$ cat src/rtl/seg7_mmio.sv
// Eight-digit seven-segment display controller on the system bus.
// Holds a 32-bit display word and a control register, scans the digits
// one at a time onto a common-anode display, and answers bus reads with
// a one-cycle registered response.
module seg7_mmio #(
    parameter int REFRESH_DIV = 100000
) (
    input  logic        clk,
    input  logic        rst,
    input  logic        system_bus_en,
    input  logic        system_bus_rdwr,
    input  logic [3:0]  system_bus_mask,
    input  logic [31:0] system_bus_addr,
    input  logic [31:0] system_bus_wr_data,
    output logic [31:0] system_bus_rd_data,
    output logic        rd_valid,
    output logic [7:0]  an,
    output logic [6:0]  a_to_g
);

    localparam int DIV_W = (REFRESH_DIV > 2) ? $clog2(REFRESH_DIV) : 1;
    localparam logic [DIV_W-1:0] DIV_LAST = DIV_W'(REFRESH_DIV - 1);

    logic [1:0]       reg_sel;
    logic             wr_strobe;
    logic             rd_strobe;
    logic [31:0]      data_word;
    logic [8:0]       ctrl_reg;
    logic [DIV_W-1:0] div_cnt_reg;
    logic [2:0]       digit_idx_reg;
    logic [15:0]      frame_cnt_reg;
    logic [31:0]      rd_data_reg;
    logic             rd_valid_reg;
    logic [31:0]      rd_mux_next;
    logic [7:0]       an_reg;
    logic [6:0]       seg_reg;
    logic [3:0]       nibble_next;
    logic             lit_next;
    logic [6:0]       seg_next;
    logic             unused_addr_bits;

    assign reg_sel          = system_bus_addr[3:2];
    assign wr_strobe        = system_bus_en & system_bus_rdwr;
    assign rd_strobe        = system_bus_en & ~system_bus_rdwr;
    assign unused_addr_bits = ^{system_bus_addr[31:4], system_bus_addr[1:0]};

    // One independently write-enabled byte lane per slice of the display word.
    for (genvar gi = 0; gi < 4; gi++) begin : g_data_lane
        logic [7:0] lane_reg;

        // Byte lane gi of DATA, written only when its mask bit is set.
        always_ff @(posedge clk or negedge rst) begin
            if (!rst) begin
                lane_reg <= 8'h00;
            end else if (wr_strobe && reg_sel == 2'd0 && system_bus_mask[gi]) begin
                lane_reg <= system_bus_wr_data[8*gi +: 8];
            end
        end

        assign data_word[8*gi +: 8] = lane_reg;
    end

    // CTRL keeps only the digit enables and blank bit; upper bits do not exist.
    always_ff @(posedge clk or negedge rst) begin
        if (!rst) begin
            ctrl_reg <= 9'h0FF;
        end else if (wr_strobe && reg_sel == 2'd1) begin
            if (system_bus_mask[0]) ctrl_reg[7:0] <= system_bus_wr_data[7:0];
            if (system_bus_mask[1]) ctrl_reg[8]   <= system_bus_wr_data[8];
        end
    end

    // Refresh divider, digit index and frame counter for the scan.
    always_ff @(posedge clk or negedge rst) begin
        if (!rst) begin
            div_cnt_reg   <= '0;
            digit_idx_reg <= 3'd0;
            frame_cnt_reg <= 16'h0000;
        end else if (div_cnt_reg == DIV_LAST) begin
            div_cnt_reg   <= '0;
            digit_idx_reg <= digit_idx_reg + 3'd1;
            if (digit_idx_reg == 3'd7) frame_cnt_reg <= frame_cnt_reg + 16'd1;
        end else begin
            div_cnt_reg <= div_cnt_reg + 1'b1;
        end
    end

    // Read mux over the register map, sampled from pre-edge state.
    always_comb begin
        rd_mux_next = 32'h0000_0000;
        case (reg_sel)
            2'd0:    rd_mux_next = data_word;
            2'd1:    rd_mux_next = {23'h0, ctrl_reg};
            2'd2:    rd_mux_next = {frame_cnt_reg, 13'h0, digit_idx_reg};
            default: rd_mux_next = 32'h0000_0000;
        endcase
    end

    // Registered read response; data holds between reads.
    always_ff @(posedge clk or negedge rst) begin
        if (!rst) begin
            rd_data_reg  <= 32'h0000_0000;
            rd_valid_reg <= 1'b0;
        end else begin
            rd_valid_reg <= rd_strobe;
            if (rd_strobe) rd_data_reg <= rd_mux_next;
        end
    end

    // Current digit's nibble, lit decision and active-low hex decode.
    always_comb begin
        nibble_next = data_word[{digit_idx_reg, 2'b00} +: 4];
        lit_next    = ctrl_reg[digit_idx_reg] & ~ctrl_reg[8];
        seg_next    = 7'h7F;
        case (nibble_next)
            4'h0: seg_next = 7'h01;
            4'h1: seg_next = 7'h4F;
            4'h2: seg_next = 7'h12;
            4'h3: seg_next = 7'h06;
            4'h4: seg_next = 7'h4C;
            4'h5: seg_next = 7'h24;
            4'h6: seg_next = 7'h20;
            4'h7: seg_next = 7'h0F;
            4'h8: seg_next = 7'h00;
            4'h9: seg_next = 7'h04;
            4'hA: seg_next = 7'h08;
            4'hB: seg_next = 7'h60;
            4'hC: seg_next = 7'h31;
            4'hD: seg_next = 7'h42;
            4'hE: seg_next = 7'h30;
            default: seg_next = 7'h38;
        endcase
    end

    // Registered output stage, refreshed every cycle so writes show at once.
    always_ff @(posedge clk or negedge rst) begin
        if (!rst) begin
            an_reg  <= 8'hFF;
            seg_reg <= 7'h7F;
        end else if (lit_next) begin
            an_reg  <= ~(8'h01 << digit_idx_reg);
            seg_reg <= seg_next;
        end else begin
            an_reg  <= 8'hFF;
            seg_reg <= 7'h7F;
        end
    end

    assign system_bus_rd_data = rd_data_reg;
    assign rd_valid           = rd_valid_reg;
    assign an                 = an_reg;
    assign a_to_g             = seg_reg;

endmodule
$ cat config.mk
export PLATFORM = sky130hd
export DESIGN_NAME = seg7_mmio
export DESIGN_NICKNAME = d
export VERILOG_FILES = /design/src/rtl/seg7_mmio.sv
export SDC_FILE = /design/constraint.sdc
export NUM_CORES = 1
export LEC_CHECK = 0
export ABC_AREA = 1
export ABC_CLOCK_PERIOD_IN_PS = 1590
export BUFFER_PORTS_ARGS = -buffer_cell sky130_fd_sc_hd__clkbuf_2
export CAP_MARGIN = 20
export CELL_PAD_IN_SITES_DETAIL_PLACEMENT = 1
export CELL_PAD_IN_SITES_GLOBAL_PLACEMENT = 1
export CORE_AREA = 2 2 133 135
export CTS_CLUSTER_DIAMETER = 60
export DETAILED_ROUTE_END_ITERATION = 10
export DIE_AREA = 0 0 135 137
export PLACE_DENSITY = 0.83
export SLEW_MARGIN = 20
export SYNTH_ARGS = -nofsm -noshare
export SYNTH_HDL_FRONTEND = slang
export SYNTH_SLANG_ARGS = --single-unit
$ cat constraint.sdc
create_clock -name clk -period 1.59 [get_ports clk]
set_input_delay 0.0795 -clock clk [delete_from_list [all_inputs] [get_ports clk]]
set_output_delay 0.0795 -clock clk [all_outputs]
set_load 0.05 [all_outputs]
==> results.md <==
- Status: finished with violations
- Failing checks: negative setup slack
- Met1 Track Usage GR: 28.2%
- Slew Limit Fails: 0
- Gpl congestion: 0.840
- H-Tree Depth: 4
- Yosys warnings: 0
- Iteration-0 DRC Markers: 442
- Tmin final: 1.85 ns
- FP Rows: 48
- Antenna violations before repair: 0
- First-pass GRT wire length: 33000 um
- CP Launch Type: flip-flop
- Clk pin slew, worst setup/hold paths: 0.06 ns
- Max-Cap Viols: 0
- Clock sinks: 125
- GR Util All Layers: 23.2%
- Root Buffer: clkbuf_16
- I/O pins: 120
- Setup slack after layout: -0.264 ns
- Psw: 3.23 mW
- Fin cells: 1178
- Tot Pwr: 9.99 mW
- Die X-Extent: 135 um
- Maximum VDD drop: 873 uV
- Flop pwr share: 38.2%
- CP Class: flip-flop to flip-flop
- Hpwl dp: 14000 um
- Min-delay worst type: input port to flip-flop
- Fin. Hold Viols: 0
- Core Box Area: 17100 sq um
- Mapped Cells: 748
- Clock Skew: 0.00992 ns
- Worst skew pair latency: 0.44 ns
- Least-Margin Pin Slew: 0.583 ns
- Internal cell power: 6.76 mW
- WL/cell: 20.0 um
- Mean Syn Cell Area: 8.32 sq um
- Unique masters post-synth: 33
- Vias per cell: 5.31
- P per Cell Area: 1150 nW/um^2
- Area delta synth->final: 40.3%
- Layout cell share with drive strength beyond 1: 31.8%
- Met3 GRT Util: 4.44%
- Pre-antenna DRT Iters: 5
- Layout Utilization: 51.2%
- Clock Tree Buf Depth: 2
- Via count: 6255
- CTS Buf Count: 17
- Post-Place Cells: 1091
- Final setup viols: 30
- Gate power share: 22.2%
- Pleak: 4.19 nW
- Unrepaired setup endpoints after global routing: true
- Number of port buffers: 89
- Final nets: 1026
- Diode count: 0
- Routed Antenna Nets: 0
- Switch share: 32.3%
- WP data arrival: 2.20 ns
- Area of the die: 18500 sq um
- Clock Power Share: 39.6%
- Initial Util: 36.5%
- R2r setup slk: -0.26 ns
- Die Y: 137 um
- Total Wirelength: 23600 um
- TritonCTS clock tree: built
- Synth Register Bits: 125
- Sequential area share after synthesis: 50.7%
- Mapped Area: 6220 sq um
- Drt drc: 0
- Largest net degree at the start of global routing: 51
- Final worst-path cycle share: 117%
- Worst-path fanout max: 7
- Vias in the first global route: 6414
- Worst path required time: 1.94 ns
- Slew HR: 61.1%
- Total gr overflow: 0
- Met2 usage: 40.1%
- Syn Nets: 834
- Global routing's busiest layer: met2
- Fmax: 539 MHz
- Crit end category: flip-flop
## worst paths after layout
kind / start / end / cells past startpoint
max in group asynchronous: rst / a_to_g[5]$_DFF_PN1_ / 3
max reg2reg: digit_idx_reg[0]$_DFFE_PN0N_ / a_to_g[6]$_DFF_PN1_ / 12
min: system_bus_rdwr / rd_valid$_DFF_PN0_ / 3
max: digit_idx_reg[0]$_DFFE_PN0N_ / a_to_g[6]$_DFF_PN1_ / 12
min in group asynchronous: rst / frame_cnt_reg[15]$_DFFE_PN0P_ / 2
min reg2reg: g_data_lane[0].lane_reg[5]$_DFFE_PN0P_ / g_data_lane[0].lane_reg[5]$_DFFE_PN0P_ / 2
## metrics by stage
step	hold slack [ns]	TNS [ns]	instance area [sq um]	setup slack, ns
after floorplan	-0.216	0	6230	0.0209
after global placement	0.0390	-0.207	7260	-0.0627
after detailed placement	0.0412	-0.531	7260	-0.114
after CTS	0.0278	-0.542	8340	-0.0991
after global routing	0.0468	-5.67	8730	-0.327
final	0.0400	-3.14	8730	-0.264
## cell usage in the layout (no fill, tap or decap), types with 6 or more instances in the layout
master         netlist  layout
a21oi_1             47      46
buf_4                1      65
buf_6                3       6
clkbuf_16            0      18
clkbuf_2             0      88
dfrtp_1            102     101
dfstp_2             23      23
dlygate4sd3_1        0      34
ha_1                14       7
inv_1               94      89
inv_2                6       6
nand2_1            156     143
nand2_2              5      14
nand2_4              2       6
nand3_1             66      51
nand3_2              5      14
nand3_4              1       7
nand4_1             11      11
nor2_1              64      52
nor2_2               3       9
nor2_4               2       8
nor3_1              26      23
o211ai_1             6       6
o21ai_0             45      44
o21ai_1             18      17
xor2_1              19      18
## worst max-delay path, cell delays in order, from the launching register on
cell and delay (ns):
dfrtp_2 0.48, buf_6 0.18, nor2_4 0.04, nor2_2 0.09, nand2_1 0.08, nand3_2 0.10, nand2_4 0.10, buf_6 0.13
ha_4 0.16, inv_2 0.08, nand2_1 0.10, nand3_1 0.13, nand3_1 0.09
## power by group through the flow
stage	clock network [mW]	logic (mW)	registers, mW
2_1_floorplan	0	0.712	4.29
3_3_place_gp	0	1.77	3.83
3_5_place_dp	0	1.83	3.85
4_1_cts	3.96	2.00	3.81
5_1_grt	4.14	2.36	3.85
6_report	3.96	2.22	3.82
## final cells by class
| class | count | area [sq um] |
|---|---|---|
| Timing Repair Buffer | 197 | 1420 |
| Multi-Input combinational cell | 498 | 2880 |
| Clock buffer | 25 | 505 |
| Sequential cell | 125 | 3160 |
| Clock inverter | 7 | 85.1 |
| Fill cell | 2015 | 8330 |
| Tap cell | 225 | 282 |
| Inverter | 101 | 397 |
## per-layer routing
layer	up-vias	wire (um)
met5	-	0
met4	0	948
met3	65	970
met2	194	12000
met1	3189	9650
li1	2807	-
## kinds of logic (layout without fill, tap and decap cells)
group	Yosys count	in the layout	share of synthesized area, %
DFF	125	125	50.7
adders and majority gates	14	14	2.82
and+or+nand+nor	345	345	25.4
AOI/OAI and AO/OA	120	120	10.2
xor gates and xnor gates	19	19	2.67
buffers and inverters	125	330	8.19
## what timing repair did
action | in CTS | in global routing
cloned | 0 | 1
buffers inserted | 6 | 14
pin swaps | 14 | 24
setup endpoints to repair | 26 | 37
hold buffers | 34 | 0
resized for setup | 30 | 61
endpoints found under the hold margin | 143 | 0
## Yosys cell counts
master    instances  share of area [%]
nor2_1           64                3.9
buf_6             3               0.54
ha_1             14                2.8
clkinv_1          1              0.060
nand3_1          66                5.3
inv_1            94                5.7
nand3_2           5               0.80
o21ai_1          18                1.4
a221oi_1          1               0.14
o221ai_1          1               0.14
nor2_8            1               0.32
buf_2            11               0.88
buf_4             1               0.12
nand4_1          11                1.1
o21ai_4           1               0.26
clkbuf_1          9               0.54
nor2_2            3               0.30
xor2_1           19                2.7
dfstp_2          23                9.7
nand3b_1          1               0.12
o21ai_0          45                3.6
nor2_4            2               0.36
nand2_1         156                9.4
nor3_4            2               0.52
nand3_4           1               0.28
nand2_2           5               0.50
nor3_1           26                2.1
nand2_4           2               0.36
o22ai_1           1               0.10
a21oi_1          47                3.8
dfrtp_1         102                 41
inv_2             6               0.36
o211ai_1          6               0.72
Note: power is estimated with default switching activity, not from simulation.
